`src/rtl/breakout_pkg.sv`:
```
// rtl/breakout_pkg.sv - shared constants, state encoding and clamp helper for the breakout ball
package breakout_pkg;

    localparam int SCREEN_W    = 800;
    localparam int SCREEN_H    = 600;
    localparam int BALL_SIZE   = 8;
    localparam int STEP        = 2;
    localparam int PADDLE_X_L  = 770;
    localparam int LIVES_INIT  = 3;
    localparam int MISS_FRAMES = 60;

    // Largest legal left/top coordinate so the whole box stays on screen.
    localparam int X_MAX   = SCREEN_W - BALL_SIZE;
    localparam int Y_MAX   = SCREEN_H - BALL_SIZE;
    localparam int X_SERVE = PADDLE_X_L - BALL_SIZE - 1;
    localparam int Y_RESET = SCREEN_H / 2 - BALL_SIZE / 2;

    // Per-axis direction: "dec" moves toward 0, "inc" moves away from 0.
    localparam logic DIR_DEC   = 1'b0;
    localparam logic DIR_INC   = 1'b1;
    localparam logic DIR_LEFT  = DIR_DEC;
    localparam logic DIR_RIGHT = DIR_INC;
    localparam logic DIR_UP    = DIR_DEC;
    localparam logic DIR_DOWN  = DIR_INC;

    typedef enum logic [1:0] {
        ST_SERVE = 2'd0,
        ST_PLAY  = 2'd1,
        ST_MISS  = 2'd2,
        ST_OVER  = 2'd3
    } ball_state_t;

    function automatic logic [10:0] clamp_pos(input logic signed [12:0] v,
                                              input logic signed [12:0] hi);
        logic [10:0] r;
        if (v < 13'sd0) begin
            r = 11'd0;
        end else if (v > hi) begin
            r = hi[10:0];
        end else begin
            r = v[10:0];
        end
        return r;
    endfunction

endpackage

```
`src/rtl/breakout_ball_axis.sv`:
```
// rtl/breakout_ball_axis.sv - one ball axis: position, direction, step, clamp and wall reflect
module breakout_ball_axis
    import breakout_pkg::*;
#(
    parameter int POS_RESET = 0,
    parameter int POS_MAX   = 0,
    parameter bit HIGH_WALL = 1'b0
) (
    input  logic        clk,        // system clock
    input  logic        reset,      // synchronous, active-high
    input  logic        load,       // serve: follow load_pos, direction forced toward 0
    input  logic [10:0] load_pos,   // serve position
    input  logic        run,        // play: hits and steps take effect
    input  logic        step,       // frame tick
    input  logic        hit_inc,    // bounce pulse that sends the ball away from 0
    input  logic        hit_dec,    // bounce pulse that sends the ball toward 0
    input  logic        force_req,  // paddle face reached; honoured only when moving away from 0 on a step
    input  logic [10:0] force_pos,  // position after a paddle bounce
    output logic [10:0] pos         // left/top coordinate
);

    localparam logic signed [11:0] STEP_S  = 12'(STEP);
    localparam logic signed [11:0] TURN_HI = 12'(POS_MAX - STEP);
    localparam logic signed [12:0] MAX_S   = 13'(POS_MAX);

    logic              dir;
    logic              dir_upd;
    logic              dir_step;
    logic signed [11:0] moved;
    logic [10:0]       pos_step;
    logic              force_now;

    // Opposing pulses in the same cycle mean two blocks were struck at once: reverse.
    always_comb begin
        dir_upd = dir;
        if (hit_inc && hit_dec) begin
            dir_upd = ~dir;
        end else if (hit_inc) begin
            dir_upd = DIR_INC;
        end else if (hit_dec) begin
            dir_upd = DIR_DEC;
        end
    end

    assign moved = $signed({1'b0, pos}) + ((dir_upd == DIR_INC) ? STEP_S : -STEP_S);

    // Wall test uses the freshly moved position and the already hit-updated direction.
    always_comb begin
        pos_step = clamp_pos({moved[11], moved}, MAX_S);
        dir_step = dir_upd;
        if ((dir_upd == DIR_DEC) && (moved <= STEP_S)) begin
            dir_step = DIR_INC;
        end else if (HIGH_WALL && (dir_upd == DIR_INC) && (moved >= TURN_HI)) begin
            dir_step = DIR_DEC;
        end
    end

    assign force_now = force_req && step && (dir_upd == DIR_INC);

    always_ff @(posedge clk) begin
        if (reset) begin
            pos <= 11'(POS_RESET);
            dir <= DIR_DEC;
        end else if (load) begin
            pos <= load_pos;
            dir <= DIR_DEC;
        end else if (run) begin
            if (force_now) begin
                pos <= force_pos;
                dir <= DIR_DEC;
            end else if (step) begin
                pos <= pos_step;
                dir <= dir_step;
            end else begin
                dir <= dir_upd;
            end
        end
    end

endmodule

```
`src/rtl/breakout_ball_ctrl.sv`:
```
// rtl/breakout_ball_ctrl.sv - breakout ball FSM: serve, play, miss, game over, lives and pixel-on
module breakout_ball_ctrl
    import breakout_pkg::*;
(
    input  logic        clk,         // system clock
    input  logic        reset,       // synchronous, active-high
    input  logic        frame_tick,  // one pulse per video frame
    input  logic        launch,      // leaves SERVE
    input  logic        hit_u,       // merged column bounce pulses
    input  logic        hit_d,
    input  logic        hit_l,
    input  logic        hit_r,
    input  logic [10:0] paddle_y_t,  // paddle vertical extent
    input  logic [10:0] paddle_y_b,
    input  logic [10:0] pix_x,       // current scan pixel
    input  logic [10:0] pix_y,
    output logic [10:0] ball_x_l,    // ball bounding box
    output logic [10:0] ball_x_r,
    output logic [10:0] ball_y_t,
    output logic [10:0] ball_y_b,
    output logic        ball_on,     // scan pixel inside ball
    output logic [1:0]  lives,       // remaining lives
    output logic        serving,     // in SERVE
    output logic        game_over    // in OVER
);

    localparam logic [10:0] PAD_LO     = 11'(PADDLE_X_L - STEP);
    localparam logic [10:0] PAD_HI     = 11'(PADDLE_X_L);
    localparam logic [10:0] MISS_X     = 11'(PADDLE_X_L + STEP);
    localparam logic [10:0] PAD_BOUNCE = 11'(PADDLE_X_L - BALL_SIZE);
    localparam logic [10:0] EDGE       = 11'(BALL_SIZE - 1);
    localparam logic [5:0]  MISS_LAST  = 6'(MISS_FRAMES - 1);
    localparam logic signed [12:0] HALF_BALL = 13'(BALL_SIZE / 2);
    localparam logic signed [12:0] Y_MAX_S   = 13'(Y_MAX);

    ball_state_t        state;
    logic [5:0]         miss_cnt;
    logic               miss_now;
    logic               paddle_zone;
    logic               axis_run;
    logic               axis_load;
    logic signed [12:0] pad_top;
    logic signed [12:0] pad_half;
    logic signed [12:0] serve_raw;
    logic [10:0]        serve_y;

    // Serve height centres the ball on the paddle; 13 bits keeps odd paddle inputs from wrapping.
    assign pad_top   = $signed({2'b00, paddle_y_t});
    assign pad_half  = ($signed({2'b00, paddle_y_b}) - pad_top) / 13'sd2;
    assign serve_raw = pad_top + pad_half - HALF_BALL;
    assign serve_y   = clamp_pos(serve_raw, Y_MAX_S);

    assign ball_x_r = ball_x_l + EDGE;
    assign ball_y_b = ball_y_t + EDGE;

    assign paddle_zone = (ball_x_r >= PAD_LO) && (ball_x_r <= PAD_HI) &&
                         (ball_y_b >= paddle_y_t) && (ball_y_t <= paddle_y_b);

    // A detected miss freezes the ball in the cycle it is seen.
    assign miss_now  = (state == ST_PLAY) && (ball_x_r > MISS_X);
    assign axis_run  = (state == ST_PLAY) && !miss_now;
    assign axis_load = (state == ST_SERVE);

    breakout_ball_axis #(
        .POS_RESET (X_SERVE),
        .POS_MAX   (X_MAX),
        .HIGH_WALL (1'b0)
    ) u_axis_x (
        .clk       (clk),
        .reset     (reset),
        .load      (axis_load),
        .load_pos  (11'(X_SERVE)),
        .run       (axis_run),
        .step      (frame_tick),
        .hit_inc   (hit_r),
        .hit_dec   (hit_l),
        .force_req (paddle_zone),
        .force_pos (PAD_BOUNCE),
        .pos       (ball_x_l)
    );

    breakout_ball_axis #(
        .POS_RESET (Y_RESET),
        .POS_MAX   (Y_MAX),
        .HIGH_WALL (1'b1)
    ) u_axis_y (
        .clk       (clk),
        .reset     (reset),
        .load      (axis_load),
        .load_pos  (serve_y),
        .run       (axis_run),
        .step      (frame_tick),
        .hit_inc   (hit_d),
        .hit_dec   (hit_u),
        .force_req (1'b0),
        .force_pos (11'd0),
        .pos       (ball_y_t)
    );

    always_ff @(posedge clk) begin
        if (reset) begin
            state     <= ST_SERVE;
            lives     <= 2'(LIVES_INIT);
            miss_cnt  <= 6'd0;
            serving   <= 1'b1;
            game_over <= 1'b0;
        end else begin
            case (state)
                ST_SERVE: begin
                    if (launch) begin
                        state   <= ST_PLAY;
                        serving <= 1'b0;
                    end
                end
                ST_PLAY: begin
                    if (miss_now) begin
                        state <= ST_MISS;
                        if (lives != 2'd0) begin
                            lives <= lives - 2'd1;
                        end
                    end
                end
                ST_MISS: begin
                    if (frame_tick) begin
                        if (miss_cnt == MISS_LAST) begin
                            miss_cnt <= 6'd0;
                            if (lives == 2'd0) begin
                                state     <= ST_OVER;
                                game_over <= 1'b1;
                            end else begin
                                state   <= ST_SERVE;
                                serving <= 1'b1;
                            end
                        end else begin
                            miss_cnt <= miss_cnt + 6'd1;
                        end
                    end
                end
                ST_OVER: begin
                    game_over <= 1'b1;
                end
            endcase
        end
    end

    assign ball_on = (pix_x >= ball_x_l) && (pix_x <= ball_x_r) &&
                     (pix_y >= ball_y_t) && (pix_y <= ball_y_b);

endmodule

```
`config.mk`:
```
export PLATFORM = sky130hd
export DESIGN_NAME = breakout_ball_ctrl
export DESIGN_NICKNAME = d
export VERILOG_FILES = /design/src/rtl/breakout_pkg.sv /design/src/rtl/breakout_ball_axis.sv /design/src/rtl/breakout_ball_ctrl.sv
export SDC_FILE = /design/constraint.sdc
export NUM_CORES = 1
export LEC_CHECK = 0
export ABC_AREA = 0
export BUFFER_PORTS_ARGS = -buffer_cell sky130_fd_sc_hd__buf_2
export CAP_MARGIN = 40
export CORE_MARGIN = 3
export CORE_UTILIZATION = 30
export DETAILED_ROUTE_END_ITERATION = 12
export GPL_ROUTABILITY_DRIVEN = 0
export PLACE_DENSITY_LB_ADDON = 0.3
export SETUP_SLACK_MARGIN = 0.05
export SLEW_MARGIN = 20
export SYNTH_ARGS = -nofsm -noshare
export SYNTH_HDL_FRONTEND = slang
export SYNTH_HIERARCHICAL = 1
export SYNTH_SLANG_ARGS = --single-unit
```
`constraint.sdc`:
```
create_clock -name clk -period 9.4 [get_ports clk]
set_input_delay 2.35 -clock clk [delete_from_list [all_inputs] [get_ports clk]]
set_output_delay 2.35 -clock clk [all_outputs]
set_load 0.005 [all_outputs]
```
### Word-level counts from Yosys, hierarchy flattened

Index checks and enable logic that the tools add are counted.

| storage, ports and cells | value |
|---|---|
| register bits after elaboration | 36 |
| latch bits | 0 |
| bits in writable memories | 0 |
| bits in read-only memories | 0 |
| input bits | 52 |
| output and inout bits | 49 |
| word-level logic and storage cells | 126 |
| memories kept | 0 |

| operators by class | value |
|---|---|
| $add $sub $neg | 10 |
| multiply operators | 0 |
| div/mod/pow operators | 0 |
| order comparisons | 18 |
| equal/unequal tests | 10 |
| shift-type cells | 0 |
| mux-type cells | 41 |
| bitwise operators | 5 |
| reductions and logical operators | 33 |

Operators by type and width:

| cell | number |
|---|---|
| $mux W11 | 11 |
| $ge A11 B11 Y1 | 3 |
| $le A11 B11 Y1 | 3 |
| $add A12 B12 Y12 | 2 |
| $gt A12 B11 Y1 const B | 2 |
| $le A12 B3 Y1 const B | 2 |
| $lt A12 B1 Y1 const B | 2 |
| $mux W12 | 2 |
| $add A11 B3 Y11 const B | 2 |
| $mux W1 | 19 |
| $logic_and A1 B1 Y1 | 15 |
| $add A12 B13 Y13 | 1 |
| $add A13 B1 Y13 | 1 |
| $gt A13 B11 Y1 const B | 1 |
| $lt A13 B1 Y1 const B | 1 |
| $sub A13 B4 Y13 const B | 1 |
| $ge A12 B11 Y1 const B | 1 |
| $ne A2 B2 Y1 const B | 6 |
| $reduce_bool A2 Y1 | 6 |
| $sub A11 B11 Y12 | 1 |
| $ge A11 B10 Y1 const B | 1 |
| $gt A11 B10 Y1 const B | 1 |
| $le A11 B10 Y1 const B | 1 |
| $mux W2 | 5 |
| other kinds (18) | 27 |

### Logic depth before layout (Yosys ltp)

Gate-level depths: netlist of the first run.

| depth | value |
|---|---|
| word-level depth | 11 |
| mapped depth | 26 |
| depth with buffers taken out | 26 |

### Modules after synthesis

Netlist of the first run, hierarchy kept.

Modules (own cells, without submodules):

| module | times used | cells each | area each (um^2) | seq. area each (um^2) |
|---|---|---|---|---|
| breakout_ball_ctrl | 1 | 550 | 4,037.6 | 240.2 |
| breakout_ball_axis at u_axis_y | 1 | 198 | 1,482.7 | 240.2 |
| breakout_ball_axis at u_axis_x | 1 | 181 | 1,370.1 | 240.2 |

### Worst setup path before layout of the first run

No wires, ideal clock.

| timing | value |
|---|---|
| path type | input to register |
| from | input port paddle_y_t[1] |
| to | register u_axis_y.pos[0] |
| library setup time | 0.059 ns |
| arrival | 6.920 ns |
| path slack | 2.421 ns |
| stages | 25 |
| buffers on the path | 0 |
| cells stage by stage | inv_1 -> ha_1 -> nor2b_1 -> o21ai_0 -> a21oi_1 -> o21ai_0 -> nand3b_1 -> a31o_2 -> mux2_2 -> ha_1 -> a31o_2 -> ha_1 -> fa_1 -> a211oi_1 -> o21ai_0 -> a221oi_1 -> xnor2_1 -> nand2_1 -> or3_1 -> nor2_1 -> nand2_1 -> nand2_1 -> a31oi_1 -> nor4_1 -> o31a_1 |

| on the way | value |
|---|---|
| word-level cells in the longest chain between the ends | 9 |

Ends and longest elaborated chain:

| item | RTL line | source |
|---|---|---|
| start: declaration | breakout_ball_ctrl.sv:13 | `input logic [10:0] paddle_y_t,` |
| $sub A11 B11 Y12 | breakout_ball_ctrl.sv:49 | `assign pad_half = ($signed({2'b00, paddle_y_b}) - pad_top) / 13'sd2;` |
| $and A1 B1 Y1 (no line) | -- |  |
| $add A13 B1 Y13 (no line) | -- |  |
| $add A12 B13 Y13 * | breakout_ball_ctrl.sv:50 | `assign serve_raw = pad_top + pad_half - HALF_BALL;` |
| $sub A13 B4 Y13 * | breakout_ball_ctrl.sv:50 |  |
| $gt A13 B11 Y1 | breakout_pkg.sv:38 | `end else if (v > hi) begin` |
| $mux W11 | breakout_pkg.sv:38 |  |
| $mux W11 * | breakout_pkg.sv:36 | `if (v < 13'sd0) begin` |
| via serve_y[0] | breakout_ball_ctrl.sv:45 | `logic [10:0] serve_y;` |
| $mux W11 * | breakout_ball_axis.sv:64 | `end else if (load) begin` |
| end signal: assignment | breakout_ball_axis.sv:62 | `pos <= 11'(POS_RESET);` |
| end signal: assignment | breakout_ball_axis.sv:65 | `pos <= load_pos;` |
| end signal: assignment | breakout_ball_axis.sv:69 | `pos <= force_pos;` |
| end: declaration | breakout_ball_axis.sv:19 | `output logic [10:0] pos` |

Mark *: on every way through the listed nets, which the timed path passes. The rest lies on a longest branch.
A chain may end at the register's enable or synchronous reset.

### Final worst setup path of the first run

Ends and elaborated chain as after synthesis.

==> run metrics, run 1 <==
vias in the first global route 6,574; TritonRoute pass-1 iters 5; Total Wirelength 21,800 um; Yosys warnings 6; final setup vio count 0; CP Capture Type register; crit share post-route 78.8%; Synth Area in Simple Gates 23.3%; Synth Area in Adders 22.0%; PostCTS Resize Cnt 0; post-synthesis mux area share 0.962%; DR WL/cell 16.4 um; Die X 158 um; CP bufs+invs 2; number of synthesized register bits 36; R2R depth 16; Comb power frac 78.5%; Die Height 158 um; Reg-to-Reg Start u_axis_y/pos[0]; syn avg cell area 7.42 um^2; Antenna Cells 0; Worst IR Drop VDD 0.0868 mV; largest net degree at the start of global routing 29; vias per inst 5.37; first-pass GRT wire length 34,400 um; Post-DP HPWL 17,500 um; Post-Syn Area 6890 um^2; Hold Crit Start miss_cnt[5]; Worst slew margin 49.6%; share of layout cells above drive strength 1 14.2%; RSZ-0062 raised after global routing false; top_reg_cell synth dfxtp_1; Async SR Flop Fraction 0%; DRC Markers 0; CTS max path bufs 2; arrival time at the worst endpoint 7.64 ns; Worst Path Required 9.63 ns; Fin. Hold Viols 0; slowest cell on the critical path or3_1; status finished clean; clk root buf clkbuf_16; Post-synth EDFFs 0; initial antenna violation count 0; critical path depth 26; FF-to-FF setup slack 4.58 ns; Worst Skew 0.00472 ns; GRT overflow 0; commonest non-fill, non-tap cells in the layout inv_1, ha_1, buf_2, nor2_1, nand2_1; area of the core 22,200 um^2; Tmin final 7.41 ns; Synth Area in Compound Gates 26.4%; worst stage delay on the critical path 0.44 ns; WHS Path Cells 2; TritonCTS buffer count 5; area delta synth->final 15.3%; critical-path maximum fanout 5; CP Launch Type primary input; delay-heaviest family, CP compound AO/OA/AOI/OAI gates; Netlist cell types 100; Endpoint, Worst Hold miss_cnt[5]; max_cap viols 0; pwr/cell area 296 nW/um^2; Layout Nets 1,220; CTS Sinks 36; Initial Util 31.1%; Pint 1.05 mW; cell count after synthesis 929; total track usage 17.1%; WS Path Type in -> reg; Seq/Total Area, Yosys 10.5%; Hold Crit Class reg -> reg; share of power burned in registers 14.2%; Pins Over Slew Limit 0; largest family of logic cells by synthesized area compound AO/OA/AOI/OAI gates; R2R Path End u_axis_x/pos[0]; Ports 101; Setup Buffers After CTS 0; CTS tree built; vias 7,148; Worst Tran Pin Value 0.757 ns; Worst-Skew Late Latency 0.29 ns; Synth Area in XOR/XNOR 7.84%; Post-DRT Antenna Nets 0; Max Freq 135 MHz; switching part of the total power 55.2%; NetSw 1.30 mW; Die ar. 24,800 um^2; Leak 3.74 nW; setup TNS 0 ns; most common cell after layout, fill and taps aside inv_1; Power, Total 2.35 mW; drt first-iter violations 473; hold_buf cts 0; standard-cell row count 54; Reg clk slew, reported paths 0.06 ns; H-tree depth 2; PortBufs 100; Clk pwr share 7.3%
-- flip-flops by register name (all words and copies together) (netlist names) --
register      count
game_over         1
lives             2
miss_cnt          6
serving           1
state             2
u_axis_x/dir      1
u_axis_x/pos     11
u_axis_y/dir      1
u_axis_y/pos     11
-- synth_stat cells, types with 5 or more instances --
cell type  count  area [um^2]
inv_1        121          454
ha_1         113         1410
nor2_1        65          244
nand2_1       58          218
a21oi_1       56          280
o21ai_0       40          200
xnor2_1       39          342
dfxtp_1       36          721
nor3_1        30          150
nand4_1       26          163
nand3_1       21          105
xor2_1        19          166
o211ai_1      16          120
a21o_1        15          113
a31oi_1       15         93.8
clkbuf_1      14         52.6
a211oi_1      13         97.6
buf_2         13         65.1
nand2b_1      13         81.3
nor2b_1       12         75.1
a221oi_1      11         96.3
and3_1        10         62.6
o21a_1         8         60.1
o221ai_1       8         70.1
nor4_1         7         43.8
o22ai_1        7         43.8
or3_1          7         43.8
and2_1         6         37.5
o21ai_1        6         30.0
a211o_1        5         43.8
fa_1           5          100
nor3b_1        5         37.5
-- worst min-delay path, delay by kind of cell, from the launching register on --
kind | cells | cell delay, ns
AO/OA/AOI/OAI | 2 | 0.13
flip-flops | 1 | 0.31
-- through the flow --
stage                     hold WS, ns  cells  util, %  cell area, um^2  setup WS, ns
after global routing            0.506   1331     35.9             7950          1.54
after global placement          0.469   1321     35.1             7780          1.86
final                           0.486   1331     35.9             7950          1.99
after CTS                       0.488   1330     35.8             7930          2.02
after floorplan                 0.454    964        -             7020          2.42
after detailed placement        0.475   1322     35.1             7780          1.75
-- final cells by class --
cell class	instances	area, um^2
fillers	2400	14200
multi-input cells	773	5680
flip-flops and latches	36	721
repair buffers	109	576
inverters	125	472
well taps	280	350
clock buffers	8	146
-- cell families after synthesis --
family,after synthesis
AND/OR/NAND/NOR,294
other,2
adder cells (fa/ha/maj),118
multiplexers,6
flip-flops,36
buffers and inverters,155
XOR/XNOR,60
AO/OA/AOI/OAI,258
-- power by group through the flow --
stage	clock, mW	combinational (mW)	sequential, mW
final	0.171	1.85	0.334
after global routing	0.184	2.08	0.346
after CTS	0.177	1.83	0.342
after detailed placement	0	1.82	0.346
after global placement	0	1.81	0.346
after floorplan	0	1.31	0.290
-- layer usage --
| layer | global-route usage, % | vias to the layer above | wire length, um |
|---|---|---|---|
| met5 | 0 | - | 0 |
| met4 | 3.51 | 0 | 314 |
| met3 | 2.28 | 22 | 1130 |
| met2 | 27.2 | 204 | 9820 |
| met1 | 24.7 | 3321 | 10600 |
| li1 | - | 3601 | - |
-- how the worst max path moves through the flow --
stage,startpoint,endpoint
4_1_cts,paddle_y_t[1],u_axis_y/pos[0]
2_1_floorplan,paddle_y_t[1],u_axis_y/pos[0]
6_report,paddle_y_t[1],u_axis_y/pos[0]
3_5_place_dp,paddle_y_t[1],u_axis_y/pos[0]
3_3_place_gp,paddle_y_t[1],u_axis_y/pos[0]
5_1_grt,paddle_y_t[1],u_axis_y/pos[0]
Note: power is estimated with default switching activity, not from simulation.
==> run 2, diff against run 1 <==
- ABC_AREA: 0 -> 1
- clock period: 9.4 -> 5.97 ns (I/O delays scaled with it)
==> run 2 against run 1 <==
Against the previous run: core utilization about the same; clock power up 91%; cell area up 7.4%; critical endpoint is now u_axis_y/pos[5]; critical path type unchanged; register-to-register slack worse by 2.7 ns; sequential power up 47%; first-iteration DRC count up 11%.
==> run metrics, run 2 <==
status finished clean; pwr/cell area 437 nW/um^2; setup TNS 0 ns; syn avg cell area 6.18 um^2; CP Capture Type register; GRT overflow 0; Worst Skew 0.00626 ns; Reg clk slew, reported paths 0.06 ns; Hold Crit Start lives[0]; WS Path Type in -> reg; Tmin final 5.26 ns; share of layout cells above drive strength 1 16.4%; Die ar. 26,500 um^2; first-pass GRT wire length 37,400 um; Max Freq 190 MHz; Worst IR Drop VDD 0.229 mV; RSZ-0062 raised after global routing false; area delta synth->final 15.8%; number of synthesized register bits 36; Setup Buffers After CTS 0; FF-to-FF setup slack 1.84 ns; Worst slew margin 54.5%; CTS Sinks 36; commonest cells in the netlist nand2_1, inv_1, ha_1; drt first-iter violations 527; vias in the first global route 7,372; CTS max path bufs 2; Post-DP HPWL 19,200 um; critical-path maximum fanout 7; Yosys top cell by area ha_1; DR WL/cell 14.0 um; final setup vio count 0; Total Wirelength 23,000 um; hold_buf cts 0; vias per inst 4.78; vias 7,876; commonest non-fill, non-tap cells in the layout nand2_1, inv_1, ha_1, buf_2, nand3_1; Initial Util 30.9%; Worst-Skew Late Latency 0.29 ns; biggest regs u_axis_x/pos x11, u_axis_y/pos x11, miss_cnt x6; Async SR Flop Fraction 0%; PostCTS Resize Cnt 0; most common cell in the synthesized netlist nand2_1; Endpoint, Worst Hold lives[0]; Die X 163 um; Fin. Hold Viols 0; PortBufs 100; Yosys top cell area share 19.2%; crit share post-route 88.1%; Hold Crit Class reg -> reg; top_reg_cell synth dfxtp_1; largest net degree at the start of global routing 22; CTS tree built; DRC Markers 0; Post-Syn Area 7370 um^2; Reg-to-Reg Start u_axis_y/pos[0]; Die Height 163 um; Layout Nets 1,497; top cells by area, synth ha_1, nand2_1, inv_1; Netlist cell types 53; area of the core 23,800 um^2; total track usage 17.1%; Pins Over Slew Limit 0; max_cap viols 0; TritonRoute pass-1 iters 5; cell count after synthesis 1,193; Ports 101; R2R Path End u_axis_x/pos[1]; WHS Path Cells 1; Yosys warnings 6; Antenna Cells 0; most common cell after layout, fill and taps aside nand2_1; initial antenna violation count 0; Post-DRT Antenna Nets 0; Worst Path Required 6.15 ns; arrival time at the worst endpoint 5.44 ns; clk root buf clkbuf_16; standard-cell row count 56; Leak 4.66 nW; Seq/Total Area, Yosys 9.78%; R2R depth 25; TritonCTS buffer count 5; CP Launch Type primary input; worst hold slack 0.485 ns; Worst Tran Pin Value 0.681 ns; H-tree depth 2; Post-synth EDFFs 0
run 2: changes by cell type after synthesis, moves of 12 or more:
cell      before  now
nor2b_1       12    0
xnor2_1       39    9
nand2b_1      13    0
inv_1        121  200
a21oi_1       56   70
nor2_2         0   12
o21ai_0       40   54
a31oi_1       15    2
nand3_1       21   97
nand2_4        1   15
nor3_1        30   12
a21o_1        15    3
nand2_1       58  310
nand2_2        0   39
run 2: through the flow:
stage               instances  worst slack, ns  cell area, um^2  power (mW)  utilization, %
global placement         1639            0.534             8360        3.36            35.1
floorplan                1227            0.924             7500        2.60               -
CTS                      1647            0.728             8540        3.74            35.8
finish                   1647            0.711             8540        3.73            35.8
global route             1647            0.276             8540        4.18            35.8
detailed placement       1639            0.440             8360        3.39            35.1
run 2: routing by layer:
metal  part of all wire (%)  GRT usage [%]
met5                      0              0
met4                   0.73           2.04
met3                    5.1           2.16
met2                     46           29.3
met1                     48           23.6
run 2: power breakdown:
part	internal (mW)	switching (mW)	leakage [nW]	total, mW
registers	0.317	0.173	0.297	0.490
clock network	0.220	0.107	0.0901	0.327
logic	1.02	1.89	4.28	2.91
total	1.56	2.17	4.66	3.73
run 2: cells by family after synthesis:
family          count (synthesis)  share of synthesized area (%)
other cells                     2                          0.102
xor+xnor                       31                           4.19
compound gates                172                           14.0
buf+inv                       222                           11.8
simple gates                  612                           39.6
fa+ha+maj                     118                           20.5
flops                          36                           9.78
run 2: area by class of cell:
type / count / area (um^2)
inverters: 211 / 795
repair buffers: 104 / 531
clock buffers: 7 / 153
multi-input cells: 969 / 5910
fillers: 2675 / 15300
well taps: 319 / 399
flip-flops and latches: 36 / 721
clock inverters: 1 / 30.0
run 2: how the worst max path moves through the flow:
stage                               from              end  slack [ns]  cells past startpoint
after floorplan            paddle_y_t[2]  u_axis_y/pos[5]        0.92                     24
after global placement     paddle_y_t[2]  u_axis_y/pos[5]        0.53                     25
after detailed placement   paddle_y_t[2]  u_axis_y/pos[5]        0.44                     25
after CTS                  paddle_y_t[2]  u_axis_y/pos[5]        0.73                     25
after global routing      paddle_y_t[10]  u_axis_y/pos[5]        0.28                     25
final                      paddle_y_t[2]  u_axis_y/pos[5]        0.71                     25
run 2: worst max-delay path: stages:
cell and delay, ns:
buf_2 0.08, inv_1 0.06, ha_1 0.35, a21oi_1 0.21
o21ai_0 0.20, nand3_1 0.11, nand3_1 0.19, nand2_1 0.11
o21ai_0 0.08, ha_1 0.19, a21o_1 0.15, ha_1 0.22
fa_1 0.43, nand3_1 0.09, nand3_1 0.10, a21oi_1 0.22
nor2_1 0.07, nor2_1 0.11, xor2_1 0.18, nand2_1 0.16
nand2_4 0.17, nor3_2 0.04, or2_2 0.30, nand3_1 0.08
nand2_1 0.06
==> run 3, diff against run 2 <==
- SYNTH_HIERARCHICAL: 1 -> default
- clock period: 5.97 -> 6.1 ns (I/O delays scaled with it)
==> run 3 against run 2 <==
Against the previous run: cell area fell by 14%; clock skew up 0.0021 ns; critical endpoint is now ball_on; hold slack better by 0.0046 ns; sequential cell count did not move; register-to-register slack better by 0.42 ns.
==> run metrics, run 3 <==
crit share post-route 83.8%; grt met3 use 1.76%; syn nets 1,217; Die ar. 23,200 um^2; FF-to-FF setup slack 2.26 ns; Initial Util 31.1%; met2 Track Usage GR 26.1%; Die Height 152 um; PortBufs 100; Async SR Flop Fraction 0%; first-pass GRT wire length 31,200 um; WHS Path Cells 2; syn avg cell area 6.22 um^2; biggest regs u_axis_x.pos x11, u_axis_y.pos x11, miss_cnt x6; Post-DRT Antenna Nets 0; H-tree depth 2; Worst Path Required 4.58 ns; GRT overflow 0; Leak 4.17 nW; R2R depth 14; vias 6,821; Setup Buffers After CTS 0; CP Launch Type register; DR WL/cell 13.4 um; Max Freq 196 MHz; CP Cell Sequence inv_1 > ha_1 > a21oi_1 > nand3_1 > nor3_1 > xor2_1 > inv_1 > ha_1 > nand2_1 > nor4_1 > nand4_1 > nand2_1 > o21ai_0 > nor2_1 > buf_2; Netlist cell types 48; arrival time at the worst endpoint 3.59 ns; top cells by area, synth ha_1, nand2_1, dfxtp_1; standard-cell row count 52; clk root buf clkbuf_16; drt first-iter violations 352; vias per inst 4.85; DP Area 7240 um^2; TritonRoute pass-1 iters 5; Endpoint, Worst Hold game_over; Hold Crit Class reg -> reg; Hold Crit Start game_over; TritonCTS buffer count 5; PostCTS Resize Cnt 0; Post-Syn Area 6420 um^2; RSZ-0062 raised after global routing false; final setup vio count 0; most common cell in the synthesized netlist nand2_1; GR Util met1 22.1%; worst stage delay on the critical path 0.56 ns; Yosys top cell by area ha_1; CTS max path bufs 2; Total Wirelength 18,800 um; slowest cell on the critical path dfxtp_1; Worst slew margin 54.2%; number of synthesized register bits 36; total track usage 15.7%; Worst IR Drop VDD 0.142 mV; Worst Tran Pin Value 0.683 ns; cell count after synthesis 1,032; area delta synth->final 14.9%; setup TNS 0 ns; Pins Over Slew Limit 0; Worst-Skew Late Latency 0.28 ns; area of the core 20,600 um^2; initial antenna violation count 0; R2R Path End u_axis_x.pos[0]; Worst Skew 0.00835 ns; critical-path maximum fanout 9; DRC Markers 0; Layout Cell Area excl Fill 7380 um^2; Fin. Hold Viols 0; Post-synth EDFFs 0; commonest non-fill, non-tap cells in the layout nand2_1, inv_1, ha_1, buf_2, a21oi_1; Ports 101; largest net degree at the start of global routing 16; status finished clean; Seq/Total Area, Yosys 11.2%; Die X 152 um; Yosys warnings 0; CP Capture Type output pin; Antenna Cells 0; Tmin final 5.11 ns; Reg clk slew, reported paths 0.06 ns; share of layout cells above drive strength 1 11.2%; Layout Nets 1,320; CTS tree built; max_cap viols 0; Yosys top cell area share 24.9%; Post-DP HPWL 16,200 um; CTS Sinks 36; hold_buf cts 0; most common cell after layout, fill and taps aside nand2_1; top_reg_cell synth dfxtp_1; pwr/cell area 398 nW/um^2; Reg-to-Reg Start u_axis_y.pos[1]; commonest cells in the netlist nand2_1, inv_1, ha_1; WS Path Type reg -> out; vias in the first global route 6,516; Top Usage Layer GRT met2
-- run 3: cell count changes after synthesis, moves of 9 or more --
| cell | previous run | this run |
|---|---|---|
| nand2_2 | 39 | 3 |
| ha_1 | 113 | 128 |
| nor2_2 | 12 | 1 |
| nand2_1 | 310 | 264 |
| nand2_4 | 15 | 1 |
| a21oi_1 | 70 | 79 |
| o21ai_0 | 54 | 39 |
| nand3_1 | 97 | 77 |
| inv_1 | 200 | 179 |
-- run 3: final cells by class --
cell class,count,area (um^2)
clock buffer,5,125
clock inverter,3,18.8
fill,2273,13200
inverter,185,694
multi-input combinational,806,4980
sequential,36,721
tap,270,338
timing repair buffer,101,508
-- run 3: cells by family (layout without fill, tap and decap cells) --
group,after synthesis,in the layout,share of synthesized area [%]
xor gates and xnor gates,31,31,4.23
AOI/OAI and AO/OA,159,159,14.1
adders and majority gates,133,133,26.5
buffers and inverters,190,294,11.3
DFF,36,36,11.2
and+or+nand+nor,483,483,32.7
-- run 3: layer usage --
metal  vias up  wire, um
met4         0       242
met1      3050      9660
li1       3616         -
met2       138      8180
met5         -         0
met3        17       757
-- run 3: per-stage QoR --
stage	utilization, %	hold slack (ns)	setup slack [ns]	std cells	power [mW]
2_1_floorplan	-	0.445	1.32	1032	2.04
3_3_place_gp	35.1	0.457	0.795	1398	2.67
3_5_place_dp	35.1	0.466	0.785	1398	2.68
4_1_cts	35.8	0.492	0.911	1406	2.94
5_1_grt	35.8	0.530	0.513	1406	3.31
6_report	35.8	0.489	0.988	1406	2.94
-- run 3: how the worst max path moves through the flow --
stage / cells after the start / slack (ns) / endpoint / start
finish: 15 / 0.99 / ball_on / u_axis_y.pos[1]
global route: 15 / 0.51 / ball_on / u_axis_y.pos[1]
CTS: 15 / 0.91 / ball_on / u_axis_y.pos[1]
detailed placement: 27 / 0.79 / u_axis_y.pos[8] / paddle_y_b[0]
global placement: 27 / 0.79 / u_axis_y.pos[8] / paddle_y_t[2]
floorplan: 26 / 1.32 / u_axis_y.pos[3] / paddle_y_b[0]
-- run 3: power breakdown --
part / switching (mW) / internal [mW]
logic: 1.44 / 0.828
clock network: 0.0993 / 0.150
registers: 0.122 / 0.295
-- run 3: worst max-delay path: cells and delay by family, from the launching register on --
kind | cells | cell delay, ns
AOI/OAI and AO/OA | 2 | 0.32
and+or+nand+nor | 7 | 1.04
adders and majority gates | 2 | 0.59
xor gates and xnor gates | 1 | 0.29
DFF | 1 | 0.56
buffers and inverters | 3 | 0.50
